==> config.mk <==
export PLATFORM = sky130hd
export DESIGN_NAME = seg_debug_display
export DESIGN_NICKNAME = d
export VERILOG_FILES = /design/src/rtl/seg_debug_display.sv
export SDC_FILE = /design/constraint.sdc
export NUM_CORES = 1
export LEC_CHECK = 0
export ABC_AREA = 1
export ABC_CLOCK_PERIOD_IN_PS = 3400
export BUFFER_PORTS_ARGS = -buffer_cell sky130_fd_sc_hd__buf_2
export CAP_MARGIN = 20
export CORE_ASPECT_RATIO = 1.1
export CORE_UTILIZATION = 59
export CTS_BUF_LIST = sky130_fd_sc_hd__clkbuf_4
export CTS_CLUSTER_DIAMETER = 60
export DETAILED_ROUTE_END_ITERATION = 12
export GPL_TIMING_DRIVEN = 0
export PLACE_DENSITY = 0.89
export SLEW_MARGIN = 5
export SYNTH_ARGS = -nofsm -noshare
export SYNTH_HDL_FRONTEND = slang
export SYNTH_SLANG_ARGS = --single-unit
==> constraint.sdc <==
create_clock -name clk -period 3.4 [get_ports clk]
set_clock_uncertainty 0.15 [all_clocks]
set_input_delay 0.51 -clock clk [delete_from_list [all_inputs] [get_ports clk]]
set_output_delay 0.51 -clock clk [all_outputs]
set_load 0.01 [all_outputs]
==> src/rtl/seg_debug_display.sv <==
`default_nettype none
// ============================================================================
// Module   : seg_debug_display
// Function : 4-digit multiplexed seven-segment view of the PC or a debug
//            register, snapshotted once per refresh frame so it never tears.
// Revision : 1.0
// ============================================================================
module seg_debug_display #(
    parameter int REFRESH_DIV = 100000,
    parameter int BLANK       = 16
) (
    input  logic        clk,
    input  logic        reset,
    input  logic [31:0] pc,
    input  logic [31:0] dbg_reg_data,
    input  logic        sel_src,
    input  logic [4:0]  sel_reg,
    input  logic        sel_half,
    output logic [4:0]  dbg_reg_addr,
    output logic [3:0]  anode,
    output logic [6:0]  cathode,
    output logic        dp,
    output logic        frame_tick
);
    localparam int            CW       = (REFRESH_DIV > 1) ? $clog2(REFRESH_DIV) : 1;
    localparam logic [CW-1:0] CNT_LAST = CW'(REFRESH_DIV - 1);
    localparam logic [CW:0]   BLANK_W  = (CW + 1)'(BLANK);

    logic [CW-1:0] cnt_q, cnt_d;
    logic [1:0]    idx_q, idx_d;
    logic [15:0]   snap_q, snap_d;
    logic          half_f_q, half_f_d;
    logic [4:0]    addr_q, addr_d;
    logic [3:0]    anode_q, anode_d;
    logic [6:0]    cathode_q, cathode_d;
    logic          dp_q, dp_d;
    logic          tick_q, tick_d;
    logic [31:0]   src;
    logic [3:0]    nibble;

    // Active-low segments, bit order {g,f,e,d,c,b,a}
    function automatic logic [6:0] hex7(input logic [3:0] v);
        case (v)
            4'h0:    hex7 = 7'b1000000;
            4'h1:    hex7 = 7'b1111001;
            4'h2:    hex7 = 7'b0100100;
            4'h3:    hex7 = 7'b0110000;
            4'h4:    hex7 = 7'b0011001;
            4'h5:    hex7 = 7'b0010010;
            4'h6:    hex7 = 7'b0000010;
            4'h7:    hex7 = 7'b1111000;
            4'h8:    hex7 = 7'b0000000;
            4'h9:    hex7 = 7'b0010000;
            4'hA:    hex7 = 7'b0001000;
            4'hB:    hex7 = 7'b0000011;
            4'hC:    hex7 = 7'b1000110;
            4'hD:    hex7 = 7'b0100001;
            4'hE:    hex7 = 7'b0000110;
            default: hex7 = 7'b0001110;
        endcase
    endfunction

    always_comb begin
        cnt_d    = cnt_q + CW'(1);
        idx_d    = idx_q;
        snap_d   = snap_q;
        half_f_d = half_f_q;
        tick_d   = 1'b0;
        addr_d   = sel_reg;
        src      = sel_src ? pc : dbg_reg_data;

        if (cnt_q == CNT_LAST) begin
            cnt_d = '0;
            idx_d = idx_q + 2'd1;
            // Sources are only sampled here, so the display holds one value per frame
            if (idx_q == 2'd3) begin
                snap_d   = sel_half ? src[31:16] : src[15:0];
                half_f_d = sel_half;
                tick_d   = 1'b1;
            end
        end

        nibble    = snap_q[{idx_q, 2'b00} +: 4];
        anode_d   = ({1'b0, cnt_q} < BLANK_W) ? 4'hF : ~(4'b0001 << idx_q);
        cathode_d = hex7(nibble);
        dp_d      = ~(half_f_q && (idx_q == 2'd3));
    end

    always_ff @(posedge clk or posedge reset) begin
        if (reset) begin
            cnt_q     <= '0;
            idx_q     <= 2'd0;
            snap_q    <= 16'h0;
            half_f_q  <= 1'b0;
            addr_q    <= 5'd0;
            anode_q   <= 4'hF;
            cathode_q <= 7'h7F;
            dp_q      <= 1'b1;
            tick_q    <= 1'b0;
        end else begin
            cnt_q     <= cnt_d;
            idx_q     <= idx_d;
            snap_q    <= snap_d;
            half_f_q  <= half_f_d;
            addr_q    <= addr_d;
            anode_q   <= anode_d;
            cathode_q <= cathode_d;
            dp_q      <= dp_d;
            tick_q    <= tick_d;
        end
    end

    assign dbg_reg_addr = addr_q;
    assign anode        = anode_q;
    assign cathode      = cathode_q;
    assign dp           = dp_q;
    assign frame_tick   = tick_q;
endmodule
`default_nettype wire

==> impl_summary.txt, run 1 <==
----------------------------------------------------
[Timing]
  Worst slew slack as a fraction of its limit ... 65.7%
  Setup repair after global routing missed its margin ... no
  Number of endpoints failing setup at the final stage ... 0
  Final Hold Viols ... 0
  Worst slew pin tran ... 0.514 ns
  Final TNS setup ... 0 ns
  Final cycle utilization of the critical path ... 57.3%
  Count of pins over their slew limit ... 0
  Timing-limited maximum frequency ... 514 MHz
  Time the final worst path needs with I/O delays and setup ... 1.95 ns

[Setup path]
  Slowest-stage cell, CP ... dfrtp_1
  Setup slack on the worst flop-to-flop path ... 1.45 ns
  Worst Path Class, Setup ... register to register
  Most used cell along the critical path ... nand2_1
  Instance count on the critical path ... 11
  Crit Path Max Fanout ... 11
  Crit path DAT ... 2.14 ns
  R2r worst-path depth ... 11
  Req. time, crit path ... 3.59 ns
  Dominant delay contributor by cell family on the critical path ... simple AND/OR/NAND/NOR gates
  Critical path buffer and inverter count ... 3
  Worst Setup Start Kind ... register
  Cell chain of the critical path ... buf_4 -> inv_4 -> nand2_1 -> nand3_1 -> nand2_1 -> inv_1 -> ha_1 -> nand3_1 -> nand2_1 -> nand2_1 -> nand2_1
  Critical path endpoint category ... register
  Critical path's largest stage delay ... 0.44 ns

[Synth]
  Synth warnings ... 0
  Top FF cell, synth ... dfrtp_1
  Net count after synthesis ... 526
  Largest cells by area after synthesis ... dfrtp_1, nand2_1, dfstp_2
  Flip-flop and latch count after synthesis ... 54
  Number of flops mapped to enable cells by yosys ... 0
  Syn Inst Count ... 442
  Syn Area/Cell ... 7.41 um^2
  Post-synthesis cell type with the largest combined area ... dfrtp_1
  Netlist area before placement ... 3270 um^2
  Share of the yosys chip area belonging to registers ... 41.7%
  Number of distinct standard cells referenced by the synthesized netlist ... 30
  Proportion of netlist area held by the largest area contributor ... 32.1%
  Synth async-reset ratio ... 100%

[Clock tree]
  TritonCTS Buffers ... 5
  TritonCTS clock tree ... done
  Clk sinks ... 54
  Max H-tree Level ... 2
  Clock-pin slew of the registers on the worst-case setup and hold paths ... 0.17 ns
  Root cell of the clock tree ... clkbuf_4
  Number of buffers on the longest clock path ... 2
  Setup bufs post-CTS ... 0
  Clock latency reported for the late side of the worst-skew pair ... 0.40 ns

[Cells and area]
  Fraction of layout instances using a drive strength above 1 ... 25.2%
  Footprint of the multi-input gates ... 1540 um^2
  Number of nets in the layout ... 623
  Filler cell count in the final layout ... 422
  Final non-filler cell total ... 615
  Number of inserted diodes ... 0
  Area Growth Syn to Fin ... 19.2%
  Footprint of the flip-flops and latches ... 1370 um^2

[Placed design]
  HPWL after detailed placement ... 5720 um
  Instance count after placement with tap cells included ... 606
  Routability Congestion ... 0.888
  Number of port buffers ... 88

[Run]
  Max-capacitance violation count ... 0

[Route]
  Number of nets with antenna violations after detailed routing ... 0
  Detailed-route via count ... 3111
  DRC violation count after routing ... 0
  Count of TritonRoute iterations in the first routing pass ... 4
  Detailed-route wire length per cell ... 11.7 um
  Detailed router's first-iteration violation count ... 217
  Total wire length after detailed routing ... 7170 um
  Vias per cell ... 5.06

[Power and ir drop]
  Static Leakage ... 2.15 nW
  Total design power ... 1.08 mW
  Max IR drop VDD ... 145 uV
  Pwr Density ... 276 nW/um^2

[Floorplan]
  # IOs ... 91
  Height of the die ... 80.1 um
  Die width ... 73.0 um
  Effective utilization at floorplan ... 61.1%
  Floorplan die area ... 5850 um^2
  Placeable core area ... 5360 um^2
  # rows ... 28

[Global routing]
  Total gr overflow ... 0
  Largest net degree at the start of global routing ... 32
  Wire length of the first global-routing pass ... 12300 um
  Antenna violations before repair ... 0
  Overall track demand over capacity in global routing ... 27.2%
  Number of global-route vias before repair ... 2915

[Worst hold path]
  Number of cells on the worst hold path ... 1
  Worst hold-check path type ... input pin to register

[Status]
  Run status ... complete, no violations

----------------------------------------------------
-- sequential cells by signal, summed over array words and instances, names as in the netlist --
register,flops
snap_q,16
half_f_q,1
dbg_reg_addr,5
anode,4
cnt_q,17
cathode,7
dp,1
idx_q,2
frame_tick,1
-- cell families after synthesis --
group | after synthesis | synth area share [%]
buffers and inverters | 82 | 11.3
DFF | 54 | 41.7
xor gates and xnor gates | 7 | 1.87
AOI/OAI and AO/OA | 54 | 9.48
adders and majority gates | 11 | 4.20
and+or+nand+nor | 234 | 31.4
-- placed cells by master (no fill, tap or decap), types with 2 or more instances in the layout --
cell      instances
inv_6             3
nor3_1            4
o21ai_0          19
buf_6             4
inv_1            60
nand2_2           3
nor2_1           22
ha_1             11
clkbuf_1          4
clkbuf_8          2
nand3_1          46
dfstp_2          12
xor2_1            6
nor4_1            2
clkbuf_4          5
o211ai_1         16
o21ai_1           2
buf_2            92
a21oi_1          17
nor2_4            4
dfrtp_1          42
inv_2             4
buf_1             2
nand2_1         148
-- layer usage --
| metal | part of all wire, % | track usage [%] | up-vias | wire, um |
|---|---|---|---|---|
| met4 | 2.2 | 13.1 | 0 | 159 |
| met2 | 52 | 48.6 | 139 | 3710 |
| li1 | - | - | 1580 | - |
| met1 | 40 | 30.5 | 1379 | 2870 |
| met5 | 0 | 0 | - | 0 |
| met3 | 6.0 | 5.40 | 13 | 432 |
-- final timing paths --
| kind | startpoint | endpoint |
|---|---|---|
| worst min register to register | half_f_q | dp |
| worst max-delay path | idx_q[0] | cathode[0] |
| worst max register to register | idx_q[0] | cathode[0] |
| worst min-delay path | sel_reg[4] | dbg_reg_addr[4] |
| min in group asynchronous | reset | dbg_reg_addr[2] |
| max in group asynchronous | reset | cathode[3] |
-- synth_stat cells, types with 2 or more instances --
library cell	n
dfrtp_1	42
clkbuf_8	2
nor4_1	2
o21ai_1	2
o21ai_0	19
ha_1	11
nor3_1	4
inv_2	3
o211ai_1	16
buf_1	2
nand3_1	46
nor2_4	4
buf_6	4
a21oi_1	17
clkbuf_1	4
buf_2	4
nand2_1	148
nand2_2	3
dfstp_2	12
inv_1	61
nor2_1	22
xor2_1	6
-- per-stage QoR --
step                      cell area (um^2)  utilization, %  hold WS, ns  setup WS [ns]
after floorplan                       3270               -        0.226           1.45
after global placement                3810            71.0        0.247          0.851
after detailed placement              3830            71.4        0.265           1.53
after CTS                             3900            72.8       0.0505           1.48
after global routing                  3900            72.8       0.0352           1.31
final                                 3900            72.8       0.0504           1.45
-- final cells by class --
class	instances	share of cell area [%]
multi-input cells	306	39.4
flip-flops and latches	54	35.0
repair buffers	90	12.1
inverters	65	6.32
plain buffers	17	3.14
well taps	75	2.41
clock buffers	5	0.962
clock inverters	3	0.674
-- power by group --
part           switching, mW  internal (mW)  leakage (nW)
sequential          0.000569          0.646         0.597
clock                  0.217         0.0891        0.0366
combinational         0.0658         0.0567          1.52
-- worst reg2reg max path, stage by stage (launching register included) --
cell     delay, ns
dfrtp_1       0.44
buf_4         0.19
inv_4         0.11
nand2_1       0.07
nand3_1       0.08
nand2_1       0.17
inv_1         0.15
ha_1          0.24
nand3_1       0.09
nand2_1       0.08
nand2_1       0.05
nand2_1       0.07
-- repair_timing --
| item | CTS | global route |
|---|---|---|
| gates resized for setup | 0 | 0 |
| hold buffers | 1 | 0 |
| endpoints found under the hold margin | 22 | 0 |
(Power assumes the default switching activity.)
==> run 2, diff against run 1 <==
Settings changed: ABC_AREA 1 to 0, ABC_CLOCK_PERIOD_IN_PS 3400 to 1800, CORE_UTILIZATION 59 to 53, PLACE_DENSITY 0.89 to 0.83.
Clock period 3.4 ns to 1.8 ns, I/O delays scaled along.
==> run 2 against run 1 <==
- the run now ends with negative setup slack left
- synthesized cell count fell by 52%
- non-clock buffer count rose by 25
- power rose by 130%
- largest power group unchanged
==> impl_summary.txt, run 2 <==
----------------------------------------------------
[Setup path]
  Crit path DAT ... 2.32 ns
  Critical path's largest stage delay ... 0.52 ns
  Req. time, crit path ... 1.91 ns
  Worst r2r src ... cnt_q[14]
  R2r worst-path depth ... 5
  Slowest-stage cell, CP ... or4_4
  Crit Path Max Fanout ... 5
  Critical path endpoint category ... register
  Cell chain of the critical path ... nor4_2 -> nand2_1 -> or4_4 -> buf_12 -> mux2_4
  Worst Path Class, Setup ... register to register
  Reg-to-reg critical path endpoint ... snap_q[15]
  Worst setup path startpoint ... cnt_q[14]
  Setup slack on the worst flop-to-flop path ... -0.41 ns
  Worst Setup Start Kind ... register
  Capture point of the worst path ... snap_q[15]

[Cells and area]
  Filler cell count in the final layout ... 268
  Fraction of layout instances using a drive strength above 1 ... 64.3%
  Final std cell area, no fill ... 3970 um^2
  Most frequent cells in the layout ... buf_2, dfrtp_1, buf_4, mux4_2
  Register with the highest flop count ... cnt_q
  Final non-filler cell total ... 400
  Area Growth Syn to Fin ... 40.2%
  Most frequent standard cell in the layout excluding fill and tap cells ... buf_2
  Number of inserted diodes ... 0
  Number of nets in the layout ... 425
  Max FFs per register ... 17

[Synth]
  Top FF cell, synth ... dfrtp_1
  Largest cells by area after synthesis ... dfrtp_1, mux4_2, dfstp_2
  Net count after synthesis ... 295
  Share of the yosys chip area belonging to registers ... 48.2%
  Syn Inst Count ... 211
  Number of flops mapped to enable cells by yosys ... 0
  Proportion of netlist area held by the largest area contributor ... 37.1%
  Netlist area before placement ... 2830 um^2
  Flip-flop and latch count after synthesis ... 54
  Cell with the most instances after synthesis ... dfrtp_1
  Synth async-reset ratio ... 100%
  Post-synthesis cell type with the largest combined area ... dfrtp_1
  Most used standard cells in the synthesized netlist ... dfrtp_1, mux4_2, nand2_1
  Number of distinct standard cells referenced by the synthesized netlist ... 37
  Synth warnings ... 0
  Syn Area/Cell ... 13.4 um^2

[Worst hold path]
  Worst hold-check path type ... input pin to register

[Route]
  Detailed-route wire length per cell ... 19.0 um
  Detailed-route via count ... 2332
  Total wire length after detailed routing ... 7590 um
  Number of nets with antenna violations after detailed routing ... 0
  DRC violation count after routing ... 0
  Detailed router's first-iteration violation count ... 250
  Vias per cell ... 5.83
  Count of TritonRoute iterations in the first routing pass ... 4

[Clock tree]
  Clk sinks ... 54
  Number of buffers on the longest clock path ... 2
  TritonCTS Buffers ... 5
  Root cell of the clock tree ... clkbuf_4
  Clock latency reported for the late side of the worst-skew pair ... 0.38 ns
  TritonCTS clock tree ... done
  Clock-pin slew of the registers on the worst-case setup and hold paths ... 0.17 ns
  Max H-tree Level ... 2

[Floorplan]
  Die width ... 71.7 um
  Floorplan die area ... 5640 um^2
  # IOs ... 91
  Height of the die ... 78.7 um
  # rows ... 27
  Effective utilization at floorplan ... 55.9%
  Placeable core area ... 5070 um^2

[Global routing]
  Total gr overflow ... 0
  Antenna violations before repair ... 0
  Wire length of the first global-routing pass ... 10900 um
  Largest net degree at the start of global routing ... 36
  Number of global-route vias before repair ... 2404
  Overall track demand over capacity in global routing ... 25.8%

[Placed design]
  HPWL after detailed placement ... 4350 um
  Area after detailed placement ... 3430 um^2
  Number of port buffers ... 88
  Routability Congestion ... 0.829
  Instance count after placement with tap cells included ... 358

[Timing]
  Count of pins over their slew limit ... 0
  Final cycle utilization of the critical path ... 123%
  Number of endpoints failing setup at the final stage ... 37
  Time the final worst path needs with I/O delays and setup ... 2.21 ns
  Timing-limited maximum frequency ... 453 MHz
  Final Hold Viols ... 0
  Crit path setup slack, layout ... -0.407 ns
  Post-route worst hold slack ... 0.160 ns
  Worst slew pin tran ... 0.611 ns
  Worst slew slack as a fraction of its limit ... 59.2%
  Setup repair after global routing missed its margin ... yes

[Power and ir drop]
  Pwr Density ... 611 nW/um^2
  Total design power ... 2.43 mW
  Static Leakage ... 1.85 nW
  Max IR drop VDD ... 359 uV

[Status]
  Run status ... finished, violations left
  Violations in the final reports ... negative setup slack

[Run]
  Max-capacitance violation count ... 0

----------------------------------------------------
## run 2: cell types whose count changed after synthesis, sizes merged, moves of 8 or more
cell / previous run / this run
mux2: 0 / 20
nor2: 27 / 10
xnor2: 1 / 11
inv: 65 / 10
mux4: 0 / 20
nand3: 47 / 8
buf: 11 / 3
nand2: 151 / 18
a21oi: 17 / 3
o21ai: 21 / 3
o211ai: 16 / 0
## run 2: routing by layer
| layer | vias to the layer above | share of wire (%) | GRT usage (%) |
|---|---|---|---|
| li1 | 1020 | - | - |
| met1 | 1145 | 37 | 29.3 |
| met2 | 139 | 54 | 47.2 |
| met3 | 28 | 5.4 | 4.24 |
| met4 | 0 | 4.0 | 11.6 |
| met5 | - | 0 | 0 |
## run 2: worst min-delay path by stage
| stage | startpoint | end | cells after the start |
|---|---|---|---|
| 6_report | dbg_reg_data[2] | snap_q[2] | 3 |
| 5_1_grt | dbg_reg_data[2] | snap_q[2] | 3 |
| 4_1_cts | dbg_reg_data[2] | snap_q[2] | 3 |
| 3_5_place_dp | reset | dbg_reg_addr[3] | 2 |
| 3_3_place_gp | sel_reg[0] | dbg_reg_addr[0] | 1 |
| 2_1_floorplan | sel_reg[0] | dbg_reg_addr[0] | 0 |
## run 2: cell families (layout without fill, tap and decap cells)
logic type | Yosys count | after routing | share of synthesized area (%)
flip-flops | 54 | 54 | 48.2
buffers and inverters | 19 | 150 | 3.40
multiplexers | 40 | 40 | 25.2
AO/OA/AOI/OAI | 15 | 15 | 3.58
AND/OR/NAND/NOR | 58 | 58 | 10.4
XOR/XNOR | 14 | 14 | 4.33
adder cells (fa/ha/maj) | 11 | 11 | 4.86
## run 2: timing repair
action | in CTS | in global routing
gates resized for setup | 28 | 30
setup buffers | 19 | 7
cloned | 2 | 1
setup endpoints to repair | 39 | 44
hold endpoints to repair | 24 | 0
hold buffers | 6 | 0
pin swaps | 10 | 8
## run 2: layout make-up
type / count / area [um^2] / share of cell area (%)
tap: 58 / 72.6 / 1.83
buffer: 8 / 80.1 / 2.02
timing repair buffer: 124 / 802 / 20.2
clock inverter: 3 / 16.3 / 0.409
sequential: 54 / 1370 / 34.5
clock buffer: 5 / 37.5 / 0.945
inverter: 10 / 45.0 / 1.13
multi-input combinational: 138 / 1550 / 39.0
## run 2: critical path: cells and delay by family (launching register included)
kind          cells  cell delay [ns]
flops             1             0.45
mux               1             0.29
buf+inv           1             0.17
simple gates      3             1.02
## run 2: metrics by stage
stage               utilization [%]  setup TNS (ns)  setup slack [ns]
floorplan                         -           -4.34            -0.317
global placement               67.2          -32.26            -0.665
detailed placement             67.6          -10.24            -0.488
CTS                            74.5           -5.79            -0.321
global route                   78.4           -9.14            -0.420
finish                         78.4           -8.20            -0.407
## run 2: where the power goes
group	total (mW)	leakage, nW	internal, mW	switching (mW)
sequential	1.33	0.644	1.30	0.0309
combinational	0.561	1.18	0.319	0.242
clock	0.535	0.0303	0.147	0.388
==> run 3, diff against run 2 <==
Settings changed: ABC_CLOCK_PERIOD_IN_PS 1800 to 2800, CORE_UTILIZATION 53 to 57, PLACE_DENSITY 0.83 to 0.88.
Clock period 1.8 ns to 2.8 ns, I/O delays scaled along.
==> run 3 against run 2 <==
- the flow now finishes without violations
- non-clock buffer count decreased by 28
- power shrank 36%
- via count shrank 12%
- wire length fell by 27%
- flip-flop and latch count unchanged
- final area fell by 12%
- count of clock-buffer cells in the layout rose by 1
- combinational power fell by 54%
- first-iteration DRC count fell by 62%
- final cell count shrank 7.5%
- worst setup slack better by 0.85 ns
- utilization shrank 4.1 points
- critical endpoint is now snap_q[4]
- highest routed layer unchanged
==> impl_summary.txt, run 3 (same netlist as run 2, synthesis figures left out) <==
----------------------------------------------------
[Clock tree]
  TritonCTS Buffers ... 5
  Clk sinks ... 54
  TritonCTS clock tree ... done
  Number of buffers on the longest clock path ... 2
  Setup bufs post-CTS ... 0
  Clock-pin slew of the registers on the worst-case setup and hold paths ... 0.16 ns
  Max H-tree Level ... 2
  Post_cts resized ... 0
  Clock latency reported for the late side of the worst-skew pair ... 0.38 ns
  Root cell of the clock tree ... clkbuf_4
  Post-CTS Hold Fix Bufs ... 6

[Global routing]
  Total gr overflow ... 0
  Met3 capacity usage during global routing ... 4.52%
  Overall track demand over capacity in global routing ... 23.3%
  Global-route track usage on met1 ... 28.3%
  Most heavily used metal layer in global routing ... met2
  Wire length of the first global-routing pass ... 9750 um
  Antenna violations before repair ... 0
  Largest net degree at the start of global routing ... 37
  Number of global-route vias before repair ... 2215
  Met2 layer usage reported by global route ... 41.2%

[Timing]
  Count of pins over their slew limit ... 0
  Worst slew slack as a fraction of its limit ... 55.0%
  Final Hold Viols ... 0
  Setup repair after global routing missed its margin ... no
  Timing-limited maximum frequency ... 425 MHz
  Worst slew pin tran ... 0.670 ns
  Crit path setup slack, layout ... 0.445 ns
  Final cycle utilization of the critical path ... 84.1%
  Final TNS setup ... 0 ns
  Time the final worst path needs with I/O delays and setup ... 2.36 ns
  Number of endpoints failing setup at the final stage ... 0

[Power and ir drop]
  Sequential Power Share ... 54.9%
  Static Leakage ... 1.62 nW
  Logic pwr share ... 16.6%
  Internal power of the cells ... 1.19 mW
  Net switching power of the design ... 0.370 mW
  Pwr Density ... 444 nW/um^2
  Total design power ... 1.56 mW
  Share of total power in the clock network ... 28.5%
  Max IR drop VDD ... 225 uV
  Net switching fraction of the power ... 23.8%

[Floorplan]
  Placeable core area ... 4720 um^2
  Height of the die ... 75.9 um
  # IOs ... 91
  # rows ... 26
  Die width ... 69.2 um
  Floorplan die area ... 5260 um^2
  Effective utilization at floorplan ... 60.1%

[Setup path]
  Worst Path Class, Setup ... register to register
  Reg-to-reg critical path endpoint ... snap_q[4]
  Critical path endpoint category ... register
  R2r worst-path depth ... 6
  Crit path DAT ... 2.48 ns
  Setup slack on the worst flop-to-flop path ... 0.44 ns
  Worst Setup Start Kind ... register
  Req. time, crit path ... 2.93 ns
  Crit Path Max Fanout ... 10
  Worst r2r src ... cnt_q[0]

[Cells and area]
  Final cell utilization of the core ... 74.3%
  Filler cell count in the final layout ... 316
  Fraction of layout instances using a drive strength above 1 ... 50.6%
  Most frequent cells in the layout ... buf_2, dfrtp_1, mux4_2
  Register with the highest flop count ... cnt_q
  Most frequent standard cell in the layout excluding fill and tap cells ... buf_2
  Footprint of the multi-input gates ... 1370 um^2
  Max FFs per register ... 17
  Number of nets in the layout ... 397
  Footprint of the flip-flops and latches ... 1370 um^2
  Final non-filler cell total ... 370
  Number of inserted diodes ... 0
  Area Growth Syn to Fin ... 23.8%

[Route]
  Detailed-route wire length per cell ... 15.0 um
  Detailed-route via count ... 2052
  Vias per cell ... 5.55
  Total wire length after detailed routing ... 5550 um
  Detailed router's first-iteration violation count ... 95
  Count of TritonRoute iterations in the first routing pass ... 4
  Number of nets with antenna violations after detailed routing ... 0
  DRC violation count after routing ... 0

[Placed design]
  HPWL after detailed placement ... 4340 um
  Worst setup slack before clock tree synthesis ... 0.410 ns
  Routability Congestion ... 0.802
  Instance count after placement with tap cells included ... 356
  Number of port buffers ... 88

[Run]
  Max-capacitance violation count ... 0

[Worst hold path]
  Endpoint with the worst hold slack ... dp
  Worst hold-check path type ... register to register
  Number of cells on the worst hold path ... 1
  Worst Hold Launch ... half_f_q

[Status]
  Run status ... complete, no violations

----------------------------------------------------
## run 3: critical path: stages (launching register included)
cell     delay (ns)
dfrtp_1        0.43
ha_1           0.23
nand4_1        0.26
or4_4          0.57
buf_6          0.16
buf_12         0.15
mux2_4         0.30
## run 3: worst max-delay path by stage
stage,depth (start not counted),slack [ns],endpoint,startpoint
2_1_floorplan,4,0.61,snap_q[0],sel_src
3_3_place_gp,2,0.36,snap_q[11],reset
3_5_place_dp,4,0.41,snap_q[1],sel_src
4_1_cts,6,0.45,snap_q[4],cnt_q[0]
5_1_grt,6,0.32,cathode[0],idx_q[0]
6_report,6,0.44,snap_q[4],cnt_q[0]
## run 3: final cells by class
type	count	area share, %
Buffer	9	1.68
Clock buffer	6	1.28
Clock inverter	2	1.07
Inverter	10	1.07
Multi-Input combinational cell	138	39.1
Sequential cell	54	39.0
Tap cell	56	2.00
Timing Repair Buffer	95	14.8
## run 3: metal layers
metal / up-vias / wire length (um)
li1: 967 / -
met1: 1003 / 2240
met2: 76 / 3000
met3: 6 / 249
met4: 0 / 62
met5: - / 0
## run 3: power by group through the flow
| stage | sequential [mW] | clock [mW] | combinational (mW) |
|---|---|---|---|
| finish | 0.855 | 0.443 | 0.258 |
| global route | 0.860 | 0.478 | 0.286 |
| CTS | 0.855 | 0.446 | 0.263 |
| detailed placement | 0.869 | 0 | 0.255 |
| global placement | 0.866 | 0 | 0.243 |
| floorplan | 0.876 | 0 | 0.149 |
## run 3: stage by stage
stage | hold WS (ns) | cell area, um^2
floorplan | 0.226 | 2830
global placement | 0.256 | 3340
detailed placement | 0.273 | 3360
CTS | 0.287 | 3510
global route | 0.298 | 3510
finish | 0.287 | 3510
